$ cat src/rtl/acondicionador_botones_pkg.sv
// Shared types, default timing and the counter-width helper for the pushbutton conditioner.
package botones_pkg;

  typedef logic [1:0] estado_t;

  localparam estado_t REPOSO = 2'd0;
  localparam estado_t ESPERA = 2'd1;
  localparam estado_t REPITE = 2'd2;

  localparam int DEBOUNCE_CYCLES_DEF = 500000;
  localparam int REPEAT_DELAY_DEF    = 25000000;
  localparam int REPEAT_PERIOD_DEF   = 10000000;

  // Bits needed to hold 0..max_val, never narrower than one bit.
  function automatic int cnt_width(input int max_val);
    return (max_val < 1) ? 1 : $clog2(max_val + 1);
  endfunction

endpackage

$ cat src/rtl/acondicionador_botones_if.sv
// Pin-side buttons and sequencer-side command pulses of the pushbutton conditioner.
interface acondicionador_botones_if;
  logic       btn_avanzar;
  logic       btn_reiniciar;
  logic       avanzar;
  logic       reiniciar;
  logic [1:0] presionado;

  modport master (
    output btn_avanzar,
    output btn_reiniciar,
    input  avanzar,
    input  reiniciar,
    input  presionado
  );

  modport slave (
    input  btn_avanzar,
    input  btn_reiniciar,
    output avanzar,
    output reiniciar,
    output presionado
  );
endinterface

$ cat src/rtl/acondicionador_botones_antirrebote.sv
// One button: two-flop synchroniser, counter debounce and a registered press-edge pulse.
module antirrebote
  import botones_pkg::*;
#(
  parameter int DEBOUNCE_CYCLES = DEBOUNCE_CYCLES_DEF,
  parameter bit ACTIVE_LOW      = 1'b1
) (
  input  logic clk,
  input  logic rst_n,
  input  logic btn,
  output logic nivel,
  output logic flanco
);

  localparam int   CW          = cnt_width(DEBOUNCE_CYCLES);
  localparam logic NIVEL_SUELTO = ACTIVE_LOW ? 1'b1 : 1'b0;

  logic          sync1;
  logic          sync2;
  logic          muestra;
  logic [CW-1:0] cnt;

  // Polarity is normalised after the second flop so everything downstream sees pressed = 1.
  assign muestra = ACTIVE_LOW ? ~sync2 : sync2;

  always_ff @(posedge clk or negedge rst_n) begin
    if (!rst_n) begin
      sync1  <= NIVEL_SUELTO;
      sync2  <= NIVEL_SUELTO;
      nivel  <= 1'b0;
      cnt    <= '0;
      flanco <= 1'b0;
    end else begin
      sync1  <= btn;
      sync2  <= sync1;
      flanco <= 1'b0;
      if (muestra == nivel) begin
        cnt <= '0;
      end else if (cnt == CW'(DEBOUNCE_CYCLES)) begin
        nivel  <= muestra;
        cnt    <= '0;
        flanco <= muestra;
      end else begin
        cnt <= cnt + CW'(1);
      end
    end
  end

endmodule

$ cat src/rtl/acondicionador_botones.sv
// Turns the raw advance/restart buttons into single-cycle command pulses, with auto-repeat on advance.
//
// state  | meaning
// REPOSO | idle or held with repeat disabled; a press edge issues one avanzar pulse
// ESPERA | held after the first pulse, counting REPEAT_DELAY before repeating
// REPITE | held, issuing a pulse every REPEAT_PERIOD cycles
module acondicionador_botones
  import botones_pkg::*;
#(
  parameter int DEBOUNCE_CYCLES = DEBOUNCE_CYCLES_DEF,
  parameter int REPEAT_DELAY    = REPEAT_DELAY_DEF,
  parameter int REPEAT_PERIOD   = REPEAT_PERIOD_DEF,
  parameter bit REPEAT_EN       = 1'b1,
  parameter bit ACTIVE_LOW      = 1'b1
) (
  input  logic                     clk,
  input  logic                     rst_n,
  acondicionador_botones_if.slave  bus
);

  localparam int RMAX = (REPEAT_DELAY > REPEAT_PERIOD) ? REPEAT_DELAY : REPEAT_PERIOD;
  localparam int RW   = cnt_width(RMAX);

  logic          nivel_a;
  logic          flanco_a;
  logic          nivel_r;
  logic          flanco_r;
  estado_t       estado;
  estado_t       estado_sig;
  logic [RW-1:0] rep_cnt;
  logic [RW-1:0] rep_sig;
  logic          pulso_a;
  logic          avanzar_q;
  logic          reiniciar_q;

  antirrebote #(
    .DEBOUNCE_CYCLES (DEBOUNCE_CYCLES),
    .ACTIVE_LOW      (ACTIVE_LOW)
  ) u_antirrebote_avanzar (
    .clk    (clk),
    .rst_n  (rst_n),
    .btn    (bus.btn_avanzar),
    .nivel  (nivel_a),
    .flanco (flanco_a)
  );

  antirrebote #(
    .DEBOUNCE_CYCLES (DEBOUNCE_CYCLES),
    .ACTIVE_LOW      (ACTIVE_LOW)
  ) u_antirrebote_reiniciar (
    .clk    (clk),
    .rst_n  (rst_n),
    .btn    (bus.btn_reiniciar),
    .nivel  (nivel_r),
    .flanco (flanco_r)
  );

  // Release has precedence over a due repeat pulse in the same cycle.
  always_comb begin
    estado_sig = estado;
    rep_sig    = rep_cnt;
    pulso_a    = 1'b0;
    case (estado)
      REPOSO: begin
        if (flanco_a) begin
          pulso_a = 1'b1;
          rep_sig = '0;
          if (REPEAT_EN) estado_sig = ESPERA;
        end
      end
      ESPERA: begin
        if (!nivel_a) begin
          estado_sig = REPOSO;
          rep_sig    = '0;
        end else if (rep_cnt == RW'(REPEAT_DELAY - 1)) begin
          pulso_a    = 1'b1;
          rep_sig    = '0;
          estado_sig = REPITE;
        end else begin
          rep_sig = rep_cnt + RW'(1);
        end
      end
      REPITE: begin
        if (!nivel_a) begin
          estado_sig = REPOSO;
          rep_sig    = '0;
        end else if (rep_cnt == RW'(REPEAT_PERIOD - 1)) begin
          pulso_a = 1'b1;
          rep_sig = '0;
        end else begin
          rep_sig = rep_cnt + RW'(1);
        end
      end
      default: begin
        estado_sig = REPOSO;
        rep_sig    = '0;
      end
    endcase
  end

  always_ff @(posedge clk or negedge rst_n) begin
    if (!rst_n) begin
      estado      <= REPOSO;
      rep_cnt     <= '0;
      avanzar_q   <= 1'b0;
      reiniciar_q <= 1'b0;
    end else begin
      estado      <= estado_sig;
      rep_cnt     <= rep_sig;
      // A coincident restart wins; the dropped advance does not disturb repeat timing.
      avanzar_q   <= pulso_a & ~flanco_r;
      reiniciar_q <= flanco_r;
    end
  end

  assign bus.avanzar    = avanzar_q;
  assign bus.reiniciar  = reiniciar_q;
  assign bus.presionado = {nivel_r, nivel_a};

endmodule

$ cat src/flat_wrapper.sv
// flat-port wrapper written by rule: the top's interface ports become plain ports
module acondicionador_botones_flat import botones_pkg::*;
#(
  parameter int DEBOUNCE_CYCLES = DEBOUNCE_CYCLES_DEF,
  parameter int REPEAT_DELAY    = REPEAT_DELAY_DEF,
  parameter int REPEAT_PERIOD   = REPEAT_PERIOD_DEF,
  parameter bit REPEAT_EN       = 1'b1,
  parameter bit ACTIVE_LOW      = 1'b1
)
  (clk, rst_n, bus_btn_avanzar, bus_btn_reiniciar, bus_avanzar, bus_reiniciar, bus_presionado);
  acondicionador_botones_if bus_i ();
  input  logic clk;
  input  logic rst_n;
  input wire logic [$bits(bus_i.btn_avanzar)-1:0] bus_btn_avanzar;
  input wire logic [$bits(bus_i.btn_reiniciar)-1:0] bus_btn_reiniciar;
  output wire logic [$bits(bus_i.avanzar)-1:0] bus_avanzar;
  output wire logic [$bits(bus_i.reiniciar)-1:0] bus_reiniciar;
  output wire logic [$bits(bus_i.presionado)-1:0] bus_presionado;
  assign bus_i.btn_avanzar = bus_btn_avanzar;
  assign bus_i.btn_reiniciar = bus_btn_reiniciar;
  assign bus_avanzar = bus_i.avanzar;
  assign bus_reiniciar = bus_i.reiniciar;
  assign bus_presionado = bus_i.presionado;
  acondicionador_botones #(.DEBOUNCE_CYCLES(DEBOUNCE_CYCLES), .REPEAT_DELAY(REPEAT_DELAY), .REPEAT_PERIOD(REPEAT_PERIOD), .REPEAT_EN(REPEAT_EN), .ACTIVE_LOW(ACTIVE_LOW)) u_core (.clk(clk), .rst_n(rst_n), .bus(bus_i));
endmodule
$ cat config.mk
export PLATFORM = sky130hd
export DESIGN_NAME = acondicionador_botones_flat
export DESIGN_NICKNAME = d
export VERILOG_FILES = /design/src/rtl/acondicionador_botones_pkg.sv /design/src/rtl/acondicionador_botones_if.sv /design/src/rtl/acondicionador_botones_antirrebote.sv /design/src/rtl/acondicionador_botones.sv /design/src/flat_wrapper.sv
export SDC_FILE = /design/constraint.sdc
export NUM_CORES = 1
export LEC_CHECK = 0
export BUFFER_PORTS_ARGS = -buffer_cell sky130_fd_sc_hd__buf_2
export CAP_MARGIN = 30
export CORE_ASPECT_RATIO = 1.25
export CORE_MARGIN = 1
export CORE_UTILIZATION = 29
export CTS_CLUSTER_DIAMETER = 40
export CTS_CLUSTER_SIZE = 20
export DETAILED_ROUTE_END_ITERATION = 16
export PLACE_DENSITY = 0.44
export SLEW_MARGIN = 30
export SYNTH_ARGS = -nofsm -noshare
export SYNTH_HDL_FRONTEND = slang
export SYNTH_SLANG_ARGS = --single-unit
$ cat constraint.sdc
create_clock -name clk -period 2.8 [get_ports clk]
set_input_delay 0.14 -clock clk [delete_from_list [all_inputs] [get_ports clk]]
set_output_delay 0.14 -clock clk [all_outputs]
set_load 0.01 [all_outputs]
==> results_dict.tcl, run 1 <==
set metrics [dict create \
    status "finished, final reports clean" \
    yosys_warnings 0 \
    post_cts_buffers 0 \
    area_delta_synth_final_pct 14.4 \
    first_global_vias 2970 \
    finClkSkew_ns 0.00752 \
    yosysSeqAreaShare_pct 48.3 \
    ys_types 51 \
    yosysTopAreaCellShare_pct 45.6 \
    core_sq_um 13200 \
    setup_violations 0 \
    critPathKind "reg -> reg" \
    worst_slew_pin_slew_ns 0.861 \
    hold_class "in -> async" \
    antenna_cells 0 \
    hold_violations 0 \
    syn_inst 402 \
    p_per_area_nw_per_um2 546 \
    placed_cell_area_sq_um 4100 \
    cts_sinks 75 \
    rsz0062_at_grt "no" \
    post-place-ws_ns 0.376 \
    insertion_delay_ns 0.34 \
    irDropWorstVdd_v 0.000301 \
    finalInstanceArea_sq_um 4460 \
    final_cell_mix "dfrtp_1 (71), nor2_1 (53), nand2_1 (40)" \
    start_kind "flop" \
    synth_area_leaders "dfrtp_1 (46%), nor2_1 (5.1%), xnor2_1 (4.9%)" \
    ant_nets 0 \
    gp_congestion 0.766 \
    fp.dieW_microns 106 \
    portBuffers 7 \
    max-slew-margin-rel_pct 42.6 \
    cts_max_path_buffers 2 \
    cp-end-kind "flop" \
    p_leak_nw 1.79 \
    grt_pass1_wl_mm 14.4 \
    cts_tree "yes" \
    synthFlopType "dfrtp_1" \
    drive_gt1_share_pct 10.3 \
    num_rows 47 \
    setup_slack_ns 0.379 \
    reg2regPathDepth 8 \
    routedWlPerCell_microns 13.9 \
    busiest_layer "met2" \
    synth_seq_cells 75 \
    route.detailed.drc 0 \
    setup_tns_ns 0 \
    drv_cap 0 \
    grt_max_degree 76 \
    use_met1_pct 16.9 \
    cts-root-buf "clkbuf_16" \
    clkSlewWorstSetupHoldPaths_ns 0.06 \
    dp_hpwl_mm 5.46 \
    antenna_found_initial 0 \
    htree_levels 3 \
    hold_ws_ns 0.355 \
    fin_crit_ns 2.42 \
    wirelength_mm 8.21 \
    avgSynthCellArea_sq_um 9.70 \
    crit_arrival_ns 2.68 \
    use_met2_pct 20.6 \
    max_freq_ghz 0.413 \
    synth_edf_count 0 \
    io_pins 8 \
    path_max_fanout 14 \
    vias_per_cell 4.98 \
    final_common_cell "dfrtp_1" \
    die_y_microns 132 \
    first_iter_violations 91 \
    netlist_area_sq_um 3900 \
    gr-usage-all-layers_pct 13.1 \
    yosysTopAreaCell "dfrtp_1" \
    met3_usage_pct 2.58 \
    cp.required_ns 3.06 \
    dr_total_vias 2937 \
    firstDrtPassIters 6 \
    finalCritPeriodShare_pct 86.5 \
    numCtsBuffers 9 \
    dieArea_sq_um 13900 \
    synthArstFlopShare_pct 100 \
    grt_overflow 0 \
    final_nets 427 \
    finalMaxSlewViolations 0 \
    start_util_pct 29.6 \
    power.total_mw 2.43 \
    syn-num-nets 415 \
]
layout make-up:
cell class	count	area [sq um]
Fill cell	1382	8710
Sequential cell	75	1880
Multi-Input combinational cell	302	1890
Clock inverter	4	72.6
Timing Repair Buffer	15	109
Tap cell	171	214
Clock buffer	12	256
Inverter	11	41.3
critical path, stage by stage (launching register included):
cell	delay (ns)
dfrtp_1	0.44
ha_1	0.28
nand3_1	0.15
or2_4	0.17
o31ai_4	0.10
a21oi_2	0.55
buf_4	0.27
or2b_1	0.23
a31oi_1	0.15
repair_timing:
item | CTS | global route
hold buffers | 3 | 0
resized for setup | 0 | 0
endpoints found under the hold margin | 73 | 0
Yosys cell counts, types with 2 or more instances:
cell type / count
xor2_1: 14
nand2_2: 2
o31ai_4: 2
a21oi_1: 6
dfstp_2: 4
a22o_1: 2
nor2_1: 53
a211oi_1: 4
and4_1: 4
a31oi_1: 19
nor4_1: 8
or2b_1: 3
ha_1: 9
a41oi_1: 8
nor4bb_1: 3
inv_1: 11
o41ai_1: 2
buf_2: 2
nand3_1: 33
a21oi_2: 2
buf_4: 4
xnor2_1: 22
or4b_1: 2
clkbuf_1: 6
nand4_1: 7
or4_1: 3
nand3b_1: 4
o21ai_0: 8
nand2_1: 40
a21o_1: 2
and2_1: 5
and3_1: 10
dfrtp_1: 71
nor2b_1: 4
nor3_1: 7
metal layers:
| layer | part of all wire [%] | vias up |
|---|---|---|
| met5 | 0 | - |
| met4 | 2.1 | 0 |
| met3 | 2.2 | 12 |
| met2 | 48 | 25 |
| met1 | 48 | 1444 |
| li1 | - | 1456 |
stage by stage:
stage / cells / util [%]
after floorplan: 402 / -
after global placement: 571 / 31.1
after detailed placement: 571 / 31.1
after CTS: 590 / 33.9
after global routing: 590 / 33.9
final: 590 / 33.9
flip-flops by register name, summed over array words and instances (netlist names):
register                               cells
u_core.rep_cnt                            25
u_core.u_antirrebote_reiniciar.sync1       1
u_core.u_antirrebote_reiniciar.nivel       1
u_core.u_antirrebote_avanzar.flanco        1
u_core.u_antirrebote_avanzar.sync2         1
u_core.u_antirrebote_avanzar.sync1         1
u_core.u_antirrebote_reiniciar.flanco      1
u_core.u_antirrebote_avanzar.cnt          19
u_core.bus.avanzar                         1
u_core.u_antirrebote_avanzar.nivel         1
u_core.u_antirrebote_reiniciar.cnt        19
u_core.estado                              2
u_core.bus.reiniciar                       1
u_core.u_antirrebote_reiniciar.sync2       1
path summary, 6_finish.rpt:
check / slack [ns] / endpoint / start
worst max-delay path: 0.38 / u_core.rep_cnt[11] / u_core.rep_cnt[0]
worst min-delay path: 0.36 / u_core.rep_cnt[15] / rst_n
worst max register to register: 0.38 / u_core.rep_cnt[11] / u_core.rep_cnt[0]
worst min register to register: 0.36 / u_core.u_antirrebote_avanzar.sync2 / u_core.u_antirrebote_avanzar.sync1
max in group asynchronous: 1.90 / u_core.rep_cnt[9] / rst_n
min in group clk: 0.36 / u_core.u_antirrebote_avanzar.sync2 / u_core.u_antirrebote_avanzar.sync1
kinds of logic (layout without fill, tap and decap cells):
logic type | Yosys count | in the layout | synth area share [%]
xor gates and xnor gates | 36 | 36 | 8.09
buffers and inverters | 25 | 42 | 3.34
DFF | 75 | 75 | 48.3
AOI/OAI and AO/OA | 60 | 60 | 11.3
and+or+nand+nor | 197 | 197 | 26.1
adders and majority gates | 9 | 9 | 2.89
power by group:
group          leakage, nW  switching, mW  internal (mW)
Sequential            1.03        0.00907           1.10
Combinational        0.607         0.0384         0.0154
Clock                0.159          0.448          0.827
No activity file was read; power rests on OpenSTA's default activity.
==> inputs of run 2 (changes only) <==
- SYNTH_HIERARCHICAL: default -> 1
==> run 2 against run 1 <==
  * Hold slack is essentially flat
  * Synthesized area up 11%
  * Critical path depth decreased by 1
  * Synthesized cell count grew 14%
  * Largest power group unchanged
==> results_dict.tcl, run 2 <==
set metrics [dict create \
    synthArstFlopShare_pct 100 \
    num_rows 49 \
    synthFlopType "dfrtp_1" \
    synth_area_leaders "dfrtp_1 (41%), xor2_1 (3.7%), nand2_1 (3.5%)" \
    cts_sinks 75 \
    ant_nets 0 \
    first_iter_violations 160 \
    synth-compound-area-share_pct 18.7 \
    cp-end-kind "flop" \
    hold_violations 0 \
    clkSlewWorstSetupHoldPaths_ns 0.06 \
    synth-xor-area-share_pct 4.87 \
    start_util_pct 29.8 \
    cts-root-buf "clkbuf_16" \
    path_cells "ha_1, and4_1, nand2_1, o31a_1, buf_4, o2111a_1, a211o_1" \
    synth_common_cells "dfrtp_1 (71), nand2_1 (40), nor2_1 (35)" \
    synth_fa_ha_area_share_pct 2.61 \
    yosysTopAreaCell "dfrtp_1" \
    setup_violations 0 \
    wirelength_mm 10.9 \
    crit_arrival_ns 2.51 \
    hp-start "u_core/u_antirrebote_reiniciar/sync1" \
    r2r_slack_ns 0.51 \
    grt_max_degree 76 \
    r2r-start "u_core/rep_cnt[0]" \
    gp_congestion 0.821 \
    dpl.cell_count 634 \
    cts_hold_buffers 3 \
    synth_seq_cells 75 \
    hold_class "reg -> reg" \
    final_common_cell "dfrtp_1" \
    grt_pass1_wl_mm 18.5 \
    syn_inst 459 \
    setup_tns_ns 0 \
    max-slew-margin-rel_pct 52.1 \
    min_delay_worst_endpoint "u_core/u_antirrebote_reiniciar/sync2" \
    worst_slew_pin_slew_ns 0.719 \
    fill_cells 1521 \
    drive_gt1_share_pct 11.2 \
    io_pins 8 \
    synth_edf_count 0 \
    avgSynthCellArea_sq_um 9.41 \
    finalMaxSlewViolations 0 \
    critPathTopFamily "compound AO/OA/AOI/OAI gates" \
    slowest_delay_ns 0.40 \
    regMostFlops "u_core/rep_cnt" \
    cp_num_buf_inv 1 \
    yosysTopAreaCellShare_pct 41.1 \
    cts_tree "yes" \
    path_max_fanout 14 \
    htree_levels 3 \
    dp_hpwl_mm 7.32 \
    final_cell_mix "dfrtp_1 (71), nand2_1 (40), nor2_1 (35)" \
    yosysSeqAreaShare_pct 43.6 \
    status "finished, final reports clean" \
    first_global_vias 3572 \
    drv_cap 0 \
    utilization_pct 34.0 \
    syn-num-nets 472 \
    p_leak_nw 1.98 \
    portBuffers 7 \
    finalCritPeriodShare_pct 81.9 \
    dieArea_sq_um 15400 \
    die_y_microns 138 \
    vias_per_cell 5.49 \
    stdcell_count 652 \
    yosys_warnings 6 \
    critPathKind "reg -> reg" \
    area_delta_synth_final_pct 14.0 \
    numCtsBuffers 9 \
    route.detailed.drc 0 \
    cts.repair.resized 0 \
    core_sq_um 14500 \
    p_per_area_nw_per_um2 489 \
    synthMuxAreaShare_pct 0 \
    fin_crit_ns 2.29 \
    gr-usage-all-layers_pct 15.2 \
    insertion_delay_ns 0.34 \
    synth-simple-area-share_pct 25.6 \
    r2r_end "u_core/rep_cnt[24]" \
    netlist_area_sq_um 4320 \
    final_nets 483 \
    reg2regPathDepth 7 \
    grt_overflow 0 \
    reg_top3 "u_core/rep_cnt (25), u_core/u_antirrebote_avanzar/cnt (19), u_core/u_antirrebote_reiniciar/cnt (19)" \
    rsz0062_at_grt "no" \
    start_kind "flop" \
    routedWlPerCell_microns 16.7 \
    irDropWorstVdd_v 0.000359 \
    max_freq_ghz 0.436 \
    cts_max_path_buffers 2 \
    post_cts_buffers 0 \
    finClkSkew_ns 0.00943 \
    slowest_stage "dfrtp_1" \
    synth_most_common_cell "dfrtp_1" \
    holdPathStages 0 \
    antenna_cells 0 \
    largest_register_ffs 25 \
    dr_total_vias 3580 \
    cp.required_ns 3.02 \
    firstDrtPassIters 4 \
    synth_top_family_by_area "simple AND/OR/NAND/NOR gates" \
    fp.dieW_microns 111 \
    antenna_found_initial 0 \
    ys_types 51 \
]
==> run 2: cell types whose count changed in the layout (fill, tap and decap cells not counted), moves of 11 or more <==
cell      previous run  this run
nand4_1              7        19
xnor2_1             22         6
a211oi_1             4        17
buf_4                5        16
a31oi_1             19         0
nor2_1              53        35
o211ai_1             0        12
==> run 2: report_power, final <==
| group | switching [mW] | internal (mW) |
|---|---|---|
| Combinational | 0.0408 | 0.0183 |
| Clock | 0.466 | 0.778 |
| Sequential | 0.00971 | 1.10 |
| Total | 0.516 | 1.89 |
==> run 2: layer usage <==
layer / wire length [microns] / up-vias / GRT usage [%]
li1: - / 1752 / -
met1: 5440 / 1779 / 20.0
met2: 5110 / 41 / 24.5
met3: 252 / 8 / 3.29
met4: 117 / 0 / 5.26
met5: 0 / - / 0
==> run 2: final cells by class <==
| cell class | instances | area (sq um) | share of cell area, % |
|---|---|---|---|
| Multi-Input combinational cell | 339 | 2240 | 45.5 |
| Sequential cell | 75 | 1880 | 38.2 |
| Inverter | 19 | 71.3 | 1.45 |
| Clock buffer | 9 | 225 | 4.57 |
| Clock inverter | 6 | 90.1 | 1.83 |
| Tap cell | 178 | 223 | 4.52 |
| Timing Repair Buffer | 26 | 191 | 3.89 |
==> run 2: cells by family (layout without fill, tap and decap cells) <==
family | count (synthesis) | in the layout
adders and majority gates | 9 | 9
DFF | 75 | 75
and+or+nand+nor | 199 | 199
AOI/OAI and AO/OA | 107 | 107
buffers and inverters | 45 | 60
xor gates and xnor gates | 24 | 24
==> run 2: how the worst max path moves through the flow <==
stage | from | to | depth (start not counted)
2_1_floorplan | u_core/rep_cnt[0] | u_core/rep_cnt[19] | 7
3_3_place_gp | u_core/rep_cnt[0] | u_core/rep_cnt[2] | 7
3_5_place_dp | u_core/rep_cnt[0] | u_core/rep_cnt[2] | 7
4_1_cts | u_core/rep_cnt[0] | u_core/rep_cnt[2] | 7
5_1_grt | u_core/rep_cnt[0] | u_core/rep_cnt[2] | 7
6_report | u_core/rep_cnt[0] | u_core/rep_cnt[24] | 7
==> run 2: metrics by stage <==
step | area, sq um | setup WS [ns] | hold slack (ns) | power (mW)
after floorplan | 4320 | 0.789 | -0.156 | 1.15
after global placement | 4570 | 0.533 | 0.249 | 1.18
after detailed placement | 4580 | 0.512 | 0.233 | 1.18
after CTS | 4920 | 0.507 | 0.355 | 2.45
after global routing | 4920 | 0.366 | 0.361 | 2.51
final | 4920 | 0.507 | 0.355 | 2.41
